**config.mk**
```make
export PLATFORM = sky130hd
export DESIGN_NAME = su_arbiter
export DESIGN_NICKNAME = d
export VERILOG_FILES = /design/src/rtl/su_pkg.sv /design/src/rtl/rr_arb.sv /design/src/rtl/su.sv /design/src/rtl/su_arbiter.sv
export SDC_FILE = /design/constraint.sdc
export NUM_CORES = 1
export LEC_CHECK = 0
export CORE_MARGIN = 2
export CORE_UTILIZATION = 45
export DETAILED_ROUTE_END_ITERATION = 7
export PLACE_DENSITY_LB_ADDON = 0.12
export SLEW_MARGIN = 20
export SYNTH_ARGS = -nofsm -noshare
export SYNTH_HDL_FRONTEND = slang
export SYNTH_SLANG_ARGS = --single-unit
```
**constraint.sdc**
```tcl
create_clock -name clk -period 6.2 [get_ports clk]
set_input_delay 1.24 -clock clk [delete_from_list [all_inputs] [get_ports clk]]
set_output_delay 1.24 -clock clk [all_outputs]
set_load 0.05 [all_outputs]
```
**src/rtl/su_pkg.sv**
```systemverilog
// Shared definitions for the shift-unit arbiter: shift-function encodings
// and the statistics counter width.
package su_pkg;

    typedef logic [1:0] sf_t;

    localparam sf_t SF_SLL = 2'b00;
    localparam sf_t SF_SRL = 2'b10;
    localparam sf_t SF_SRA = 2'b11;

    localparam int unsigned STAT_W = 16;

endpackage

```
**src/rtl/rr_arb.sv**
```systemverilog
// Combinational round-robin arbiter. Searches req starting at ptr and
// wrapping; grant is one-hot for the winner when en is high, else zero.
// grant_idx reports the winner index regardless of en.
module rr_arb #(
    parameter int unsigned NREQ = 4,
    localparam int unsigned ID_W = $clog2(NREQ)
) (
    input  logic [NREQ-1:0] req,
    input  logic [ID_W-1:0] ptr,
    input  logic            en,
    output logic [NREQ-1:0] grant,
    output logic [ID_W-1:0] grant_idx
);

    logic        w_found;
    int unsigned w_pos;

    // First requesting index at or after ptr, in wrapping order.
    always_comb begin
        w_found   = 1'b0;
        w_pos     = 0;
        grant_idx = '0;
        for (int unsigned i = 0; i < NREQ; i++) begin
            w_pos = (int'(ptr) + i) % NREQ;
            if (!w_found && req[w_pos]) begin
                w_found   = 1'b1;
                grant_idx = ID_W'(w_pos);
            end
        end
    end

    // Expand the winner index into a gated one-hot grant.
    always_comb begin
        grant = '0;
        for (int unsigned i = 0; i < NREQ; i++) begin
            grant[i] = en && w_found && (grant_idx == ID_W'(i));
        end
    end

endmodule

```
**src/rtl/su.sv**
```systemverilog
// Combinational shift unit: SLL / SRL / SRA of operand a by amount b.
// Encoding 01 is treated as SLL; b wraps modulo N by its width.
module su
    import su_pkg::*;
#(
    parameter int unsigned N = 32,
    localparam int unsigned K = $clog2(N)
) (
    input  logic [N-1:0] a,
    input  logic [K-1:0] b,
    input  sf_t          sf,
    output logic [N-1:0] y
);

    // Decode shift function; anything not SRL/SRA is a left shift.
    always_comb begin
        y = a << b;
        case (sf)
            SF_SRL:  y = a >> b;
            SF_SRA:  y = $unsigned($signed(a) >>> b);
            default: y = a << b;
        endcase
    end

endmodule

```
**src/rtl/su_arbiter.sv**
```systemverilog
// Shares one combinational shift unit between NREQ requesters with
// round-robin arbitration and a single registered result slot.
// A new op is accepted whenever the slot is empty or being drained the
// same cycle, giving one op per cycle when consumers keep up.
// Optional macro SU_ARBITER_STATS_EN adds per-requester grant counters
// and a stall counter, all saturating.
module su_arbiter
    import su_pkg::*;
#(
    parameter int unsigned N    = 32,
    parameter int unsigned NREQ = 4,
    localparam int unsigned K    = $clog2(N),
    localparam int unsigned ID_W = $clog2(NREQ)
) (
    input  logic                   clk,
    input  logic                   reset,
    input  logic [NREQ-1:0]        req_valid,
    output logic [NREQ-1:0]        req_ready,
    input  logic [NREQ*N-1:0]      req_a,
    input  logic [NREQ*K-1:0]      req_b,
    input  logic [NREQ*2-1:0]      req_sf,
    output logic [NREQ-1:0]        resp_valid,
    input  logic [NREQ-1:0]        resp_ready,
`ifdef SU_ARBITER_STATS_EN
    output logic [NREQ*STAT_W-1:0] grant_cnt,
    output logic [STAT_W-1:0]      stall_cnt,
`endif
    output logic [N-1:0]           resp_data
);

    logic [NREQ-1:0] r_resp_valid;
    logic [N-1:0]    r_resp_data;
    logic [ID_W-1:0] r_owner;
    logic [ID_W-1:0] r_rr_ptr;

    logic            w_out_full;
    logic            w_drain;
    logic            w_can_accept;
    logic            w_accept;
    logic [NREQ-1:0] w_grant;
    logic [ID_W-1:0] w_grant_idx;
    logic [N-1:0]    w_sel_a;
    logic [K-1:0]    w_sel_b;
    sf_t             w_sel_sf;
    logic [N-1:0]    w_su_y;

    // Only the owner's resp_ready matters; other bits are ignored.
    assign w_out_full   = |r_resp_valid;
    assign w_drain      = r_resp_valid[r_owner] & resp_ready[r_owner];
    assign w_can_accept = !w_out_full | w_drain;
    // Grants are gated by reset so req_ready reads zero while in reset.
    assign w_accept     = |(req_valid & w_grant);

    rr_arb #(
        .NREQ (NREQ)
    ) u_rr_arb (
        .req       (req_valid),
        .ptr       (r_rr_ptr),
        .en        (w_can_accept & !reset),
        .grant     (w_grant),
        .grant_idx (w_grant_idx)
    );

    assign req_ready = w_grant;

    // Route the winner's operands to the shared shift unit.
    always_comb begin
        w_sel_a  = '0;
        w_sel_b  = '0;
        w_sel_sf = SF_SLL;
        for (int unsigned i = 0; i < NREQ; i++) begin
            if (w_grant_idx == ID_W'(i)) begin
                w_sel_a  = req_a[i*N +: N];
                w_sel_b  = req_b[i*K +: K];
                w_sel_sf = req_sf[i*2 +: 2];
            end
        end
    end

    su #(
        .N (N)
    ) u_su (
        .a  (w_sel_a),
        .b  (w_sel_b),
        .sf (w_sel_sf),
        .y  (w_su_y)
    );

    // Result slot: load on accept (overwriting a draining result), clear on drain.
    always_ff @(posedge clk) begin
        if (reset) begin
            r_resp_valid <= '0;
            r_resp_data  <= '0;
            r_owner      <= '0;
            r_rr_ptr     <= '0;
        end else if (w_accept) begin
            r_resp_valid <= w_grant;
            r_resp_data  <= w_su_y;
            r_owner      <= w_grant_idx;
            r_rr_ptr     <= (w_grant_idx == ID_W'(NREQ - 1)) ? '0 : w_grant_idx + 1'b1;
        end else if (w_drain) begin
            r_resp_valid <= '0;
        end
    end

    assign resp_valid = r_resp_valid;
    assign resp_data  = r_resp_data;

`ifdef SU_ARBITER_STATS_EN
    logic [NREQ*STAT_W-1:0] r_grant_cnt;
    logic [STAT_W-1:0]      r_stall_cnt;
    logic                   w_stall;

    assign w_stall = w_out_full & !w_drain & (|req_valid);

    // Saturating per-requester accept counters and stall-cycle counter.
    always_ff @(posedge clk) begin
        if (reset) begin
            r_grant_cnt <= '0;
            r_stall_cnt <= '0;
        end else begin
            for (int unsigned i = 0; i < NREQ; i++) begin
                if (w_grant[i] && req_valid[i] && (r_grant_cnt[i*STAT_W +: STAT_W] != '1)) begin
                    r_grant_cnt[i*STAT_W +: STAT_W] <= r_grant_cnt[i*STAT_W +: STAT_W] + 1'b1;
                end
            end
            if (w_stall && (r_stall_cnt != '1)) begin
                r_stall_cnt <= r_stall_cnt + 1'b1;
            end
        end
    end

    assign grant_cnt = r_grant_cnt;
    assign stall_cnt = r_stall_cnt;
`endif

endmodule

```
# == After elaboration in Yosys (flattened, before gate mapping) ==
# Cells that the tools add are included.
# word_totals
register_bits,40
input_bits,166
out_inout_bits,40
wordCells,78
# op_classes
addsub,4
order_cmp,5
eq_ne,5
shifts,3
mux,36
bitwise,4
reduce_logical,17
# op_table
op,n
2-to-1 mux 32 bit,4
case mux 32 bit (2 select lines),1
<< shifter 32 x 5 -> 32 bit,1
right shift 32 x 5 -> 32 bit,1
>>> shifter 32 x 5 -> 32 bit,1
2-to-1 mux 5 bit,4
2-to-1 mux 2 bit,9
"less-than comparator 2 x 3 -> 1 bit, second input constant",5
binary-select mux 1 bit (select 2 bit),6
2-to-1 mux 1 bit,10
"== test 2 bit, second input constant",4
logical AND 1 bit,8
2-to-1 mux 4 bit,2
OR reduction 4 bit,2
zero test 1 bit,5
"adder 2 x 1 -> 2 bit, second input constant",2
"adder 2 bit, second input constant",2
bitwise AND 4 bit,1
bitwise AND 1 bit,2
"== test 2 x 1 -> 1 bit, second input constant",1
zero test 2 bit,1
nonzero test 2 bit,1
bitwise OR 1 bit,1

# == Longest topological paths before layout ==
# logic_depth
word_depth,19
ltp_mapped,19
ltp_nobuf,14

# == Cells and area by module ==
# A second synthesis with hierarchy kept.
# unflattened
cells_unflattened,951
area_unflattened_um2,7224.4
# modules_own_cells
module,n_inst,cells_each,area_each_um2,seq_area_each_um2
su,1,485,4098.9,0.0
su_arbiter,1,447,2990.4,800.8
rr_arb,1,19,135.1,0.0

# == Worst setup path after synthesis ==
# OpenSTA, ideal clock, no wires.
# synth_path
path_kind,input to register
startpoint,input req_valid[2]
endpoint,register r_resp_data[1] (netlist: resp_data[1])
setup_ns,0.125
t_arrival_ns,4.367
t_required_ns,6.075
slack_ns,1.708
path_stages,16
n_path_buf,3
path_cell_list,mux2i_1 nor2_1 a311oi_1 inv_1 ha_1 buf_6 nor2b_4 buf_6 a221o_1 buf_6 nand2_4 mux2i_4 mux2i_1 mux2_2 a221o_1 o41a_1
# synth_between
elab_chain_len,19
elab_cells_between_ends,51
cone_classes,eq/ne: 5; shift: 3; mux: 29; bitwise: 1; reduce/logical: 13
# synth_lines
element,line_no,text
start: declaration,su_arbiter.sv:17,"input logic [NREQ-1:0] req_valid,"
binary-select mux 1 bit (select 2 bit),rr_arb.sv:25,if (!w_found && req[w_pos]) begin
2-to-1 mux 1 bit (implied by the code),rr_arb.sv:25,
2-to-1 mux 1 bit,rr_arb.sv:25,
zero test 1 bit,rr_arb.sv:25,
logical AND 1 bit,rr_arb.sv:25,
2-to-1 mux 1 bit,rr_arb.sv:25,
zero test 1 bit,rr_arb.sv:25,
logical AND 1 bit,rr_arb.sv:25,
2-to-1 mux 1 bit,rr_arb.sv:25,
zero test 1 bit,rr_arb.sv:25,
logical AND 1 bit,rr_arb.sv:25,
2-to-1 mux 2 bit (*),rr_arb.sv:25,
net u_rr_arb.grant_idx[0],rr_arb.sv:12,output logic [ID_W-1:0] grant_idx
zero test 2 bit,"rr_arb.sv:36, su_arbiter.sv:72",
"2-to-1 mux 32 bit, or another cell as far along (4 in series)",su_arbiter.sv:72,if (w_grant_idx == ID_W'(i)) begin
"<< shifter 32 x 5 -> 32 bit, or another cell as far along",su.sv:21,default: y = a << b;
case mux 32 bit (2 select lines),su.sv:18,case (sf)
end signal: assignment,su_arbiter.sv:98,r_resp_data <= w_su_y;
end: declaration,su_arbiter.sv:32,logic [N-1:0] r_resp_data;
# Mark *: on every way through the listed nets, which the timed path passes. The rest lies on a longest branch. The select of a mux whose other input is x is not followed.
# A chain may end at the register's enable or synchronous reset.

# == Worst setup path after layout ==
# layout_path
startpoint,input req_valid[0]
endpoint,register r_resp_data[30] (netlist: resp_data[30])
# The elaborated chain is that of the path after synthesis.

==> impl_metrics.json <==
{
  "comb_power_share_pct": 82.8,
  "rsz0062_at_grt": "no",
  "synthesis.nets": 1170,
  "cts_max_path_buffers": 2,
  "synthCells": 1000,
  "avgSynthCellArea_um2": 6.95,
  "holdWs_ps": 464,
  "insertion_delay_ps": 300,
  "drt-total-wl_um": 35200,
  "pwr_density_cell_nw_per_um2": 416,
  "hpwl_um": 27200,
  "synth_top_cells_by_count": "a21oi_1, o21ai_0, nor2_1",
  "synth_seq_cells": 40,
  "path_class": "input port to register",
  "rows": 45,
  "switching_share_pct": 58.5,
  "grt_pass1_wl_um": 53200,
  "synth.distinct_cells": 90,
  "ys_seq_area_share_pct": 11.5,
  "ys.warnings.count": 0,
  "design_area_um2": 9440,
  "drc_errors": 0,
  "gr-usage-all-layers_pct": 41.5,
  "finalCritPeriodShare_pct": 93.2,
  "place_area_um2": 9260,
  "place_congestion": 1.13,
  "fin_crit_ps": 5780,
  "peakVddDrop_mv": 0.195,
  "drive_above_1_share_pct": 10.7,
  "cp.required_ps": 6390,
  "h-tree-depth": 2,
  "grt_max_degree": 68,
  "hold_buffers": 0,
  "maxCapViolations": 0,
  "antenna_left": 0,
  "ctsResizeCount": 0,
  "finish.utilization_pct": 62.3,
  "p_int_uw": 1630,
  "setup_violations": 0,
  "numPortBuffers": 205,
  "hold_path_class": "register to register",
  "core_um2": 15100,
  "cts_made_buffers": 5,
  "start_util_pct": 45.9,
  "synth-edff-count": 0,
  "viasPerCell": 7.21,
  "dieArea_um2": 16500,
  "critical_path_arrival_ps": 5970,
  "overflow": 0,
  "synth_top_cell_area_share_pct": 11.5,
  "synthArstFlopShare_pct": 0,
  "status": "complete, no violations",
  "dr.pass1.iters": 7,
  "areaGrowthSynthToFinish_pct": 35.8,
  "worstPathMaxFanout": 27,
  "netlist_top_cells_area": "dfxtp_1, a21oi_1, o21ai_0, a211oi_1, nor2_1",
  "clk_pin_slew_ps": 70,
  "worst_pin_slew_ps": 1010,
  "hold_viol_final": 0,
  "cts_root_buffer": "clkbuf_16",
  "ys.flop_type": "dfxtp_1",
  "seqPwrFrac_pct": 8.8,
  "clock_power_share_pct": 8.4,
  "leakage_uw": 0.00324,
  "fp.dieW_um": 128,
  "ios": 206,
  "cp-end-kind": "register",
  "cts_tree": "yes",
  "power.switching_uw": 2300,
  "clock.fmax_mhz": 173,
  "yosysMostFrequentCell": "a21oi_1",
  "cts_sinks": 40,
  "p_total_uw": 3920,
  "finalSetupTns_ps": 0,
  "post-cts-setup-buffers": 0,
  "grt_pass1_vias": 9165,
  "vias": 9820,
  "synth_top_area_cell": "dfxtp_1",
  "crit_path_start_kind": "input port",
  "final_nets": 1342,
  "wire_per_inst_um": 25.8,
  "synth_area_um2": 6950,
  "antenna_found_initial": 0,
  "slew_headroom_pct": 32.7,
  "drt-initial-drc-count": 1484,
  "slew_viol_final": 0,
  "final.setup_skew_ps": 6.35,
  "die_h_um": 128
}
worst max-delay path, cell delays in order:
cell	delay [ps]
clkdlybuf4s50_1	500
mux2i_1	190
nor2_1	70
a311oi_1	510
inv_1	140
ha_1	240
or2_1	330
buf_12	210
a221oi_1	500
o21ai_0	280
o211ai_1	160
o21ai_0	360
a2111oi_0	760
buf_4	230
o221ai_1	110
o211a_1	150
worst paths after layout:
check	from	endpoint	slack, ps	depth (start not counted)
hold / removal	resp_data[8]	resp_data[8]	460	2
setup / recovery	req_valid[0]	resp_data[30]	420	16
setup reg to reg	r_rr_ptr[1]	resp_data[30]	1370	15
hold reg to reg	resp_data[8]	resp_data[8]	460	2
registers in the layout, summed over array words and instances (netlist names):
name        count
resp_valid      4
resp_data      32
r_owner         2
r_rr_ptr        2
stage by stage:
step,setup slack (ps),instances
floorplan,1710,1000
global placement,466,1353
detailed placement,359,1353
CTS,626,1361
global route,182,1361
finish,422,1362
layout make-up:
class,count,area (um2)
fillers,1430,5710
multi-input cells,848,5610
repair buffers,268,2570
flip-flops and latches,40,801
well taps,188,235
clock buffers,7,153
inverters,9,33.8
clock inverters,1,30.0
diodes,1,2.50
layer usage:
metal | track usage, % | wire (um)
met1 | 51.0 | 13200
met2 | 68.1 | 15800
met5 | 3.10 | 62
met4 | 15.6 | 1770
met3 | 12.2 | 4440
power groups by stage:
stage,logic [uW],registers [uW],clock network (uW)
floorplan,1870,505,0
global placement,3100,348,0
detailed placement,3090,349,0
CTS,3100,345,328
global route,3380,349,337
finish,3250,346,331
placed cells by master, fill, tap and decap left out, types with 34 or more instances in the layout:
| cell | instances |
|---|---|
| o21ai_0 | 85 |
| nor2_1 | 81 |
| nor3_1 | 51 |
| nand3_1 | 38 |
| a221oi_1 | 34 |
| a21oi_1 | 88 |
| nand2_1 | 69 |
| dfxtp_1 | 40 |
| clkdlybuf4s50_1 | 205 |
| buf_4 | 59 |
| a211oi_1 | 55 |
cells by family (layout without fill, tap and decap cells):
| logic type | count (synthesis) | after routing | share of synthesized area [%] |
|---|---|---|---|
| multiplexers | 33 | 33 | 5.80 |
| flip-flops | 40 | 40 | 11.5 |
| buffers and inverters | 112 | 285 | 8.41 |
| other | 0 | 1 | 0 |
| AO/OA/AOI/OAI | 509 | 509 | 52.9 |
| AND/OR/NAND/NOR | 302 | 302 | 20.7 |
| adder cells (fa/ha/maj) | 4 | 4 | 0.720 |
(Power assumes the default switching activity.)
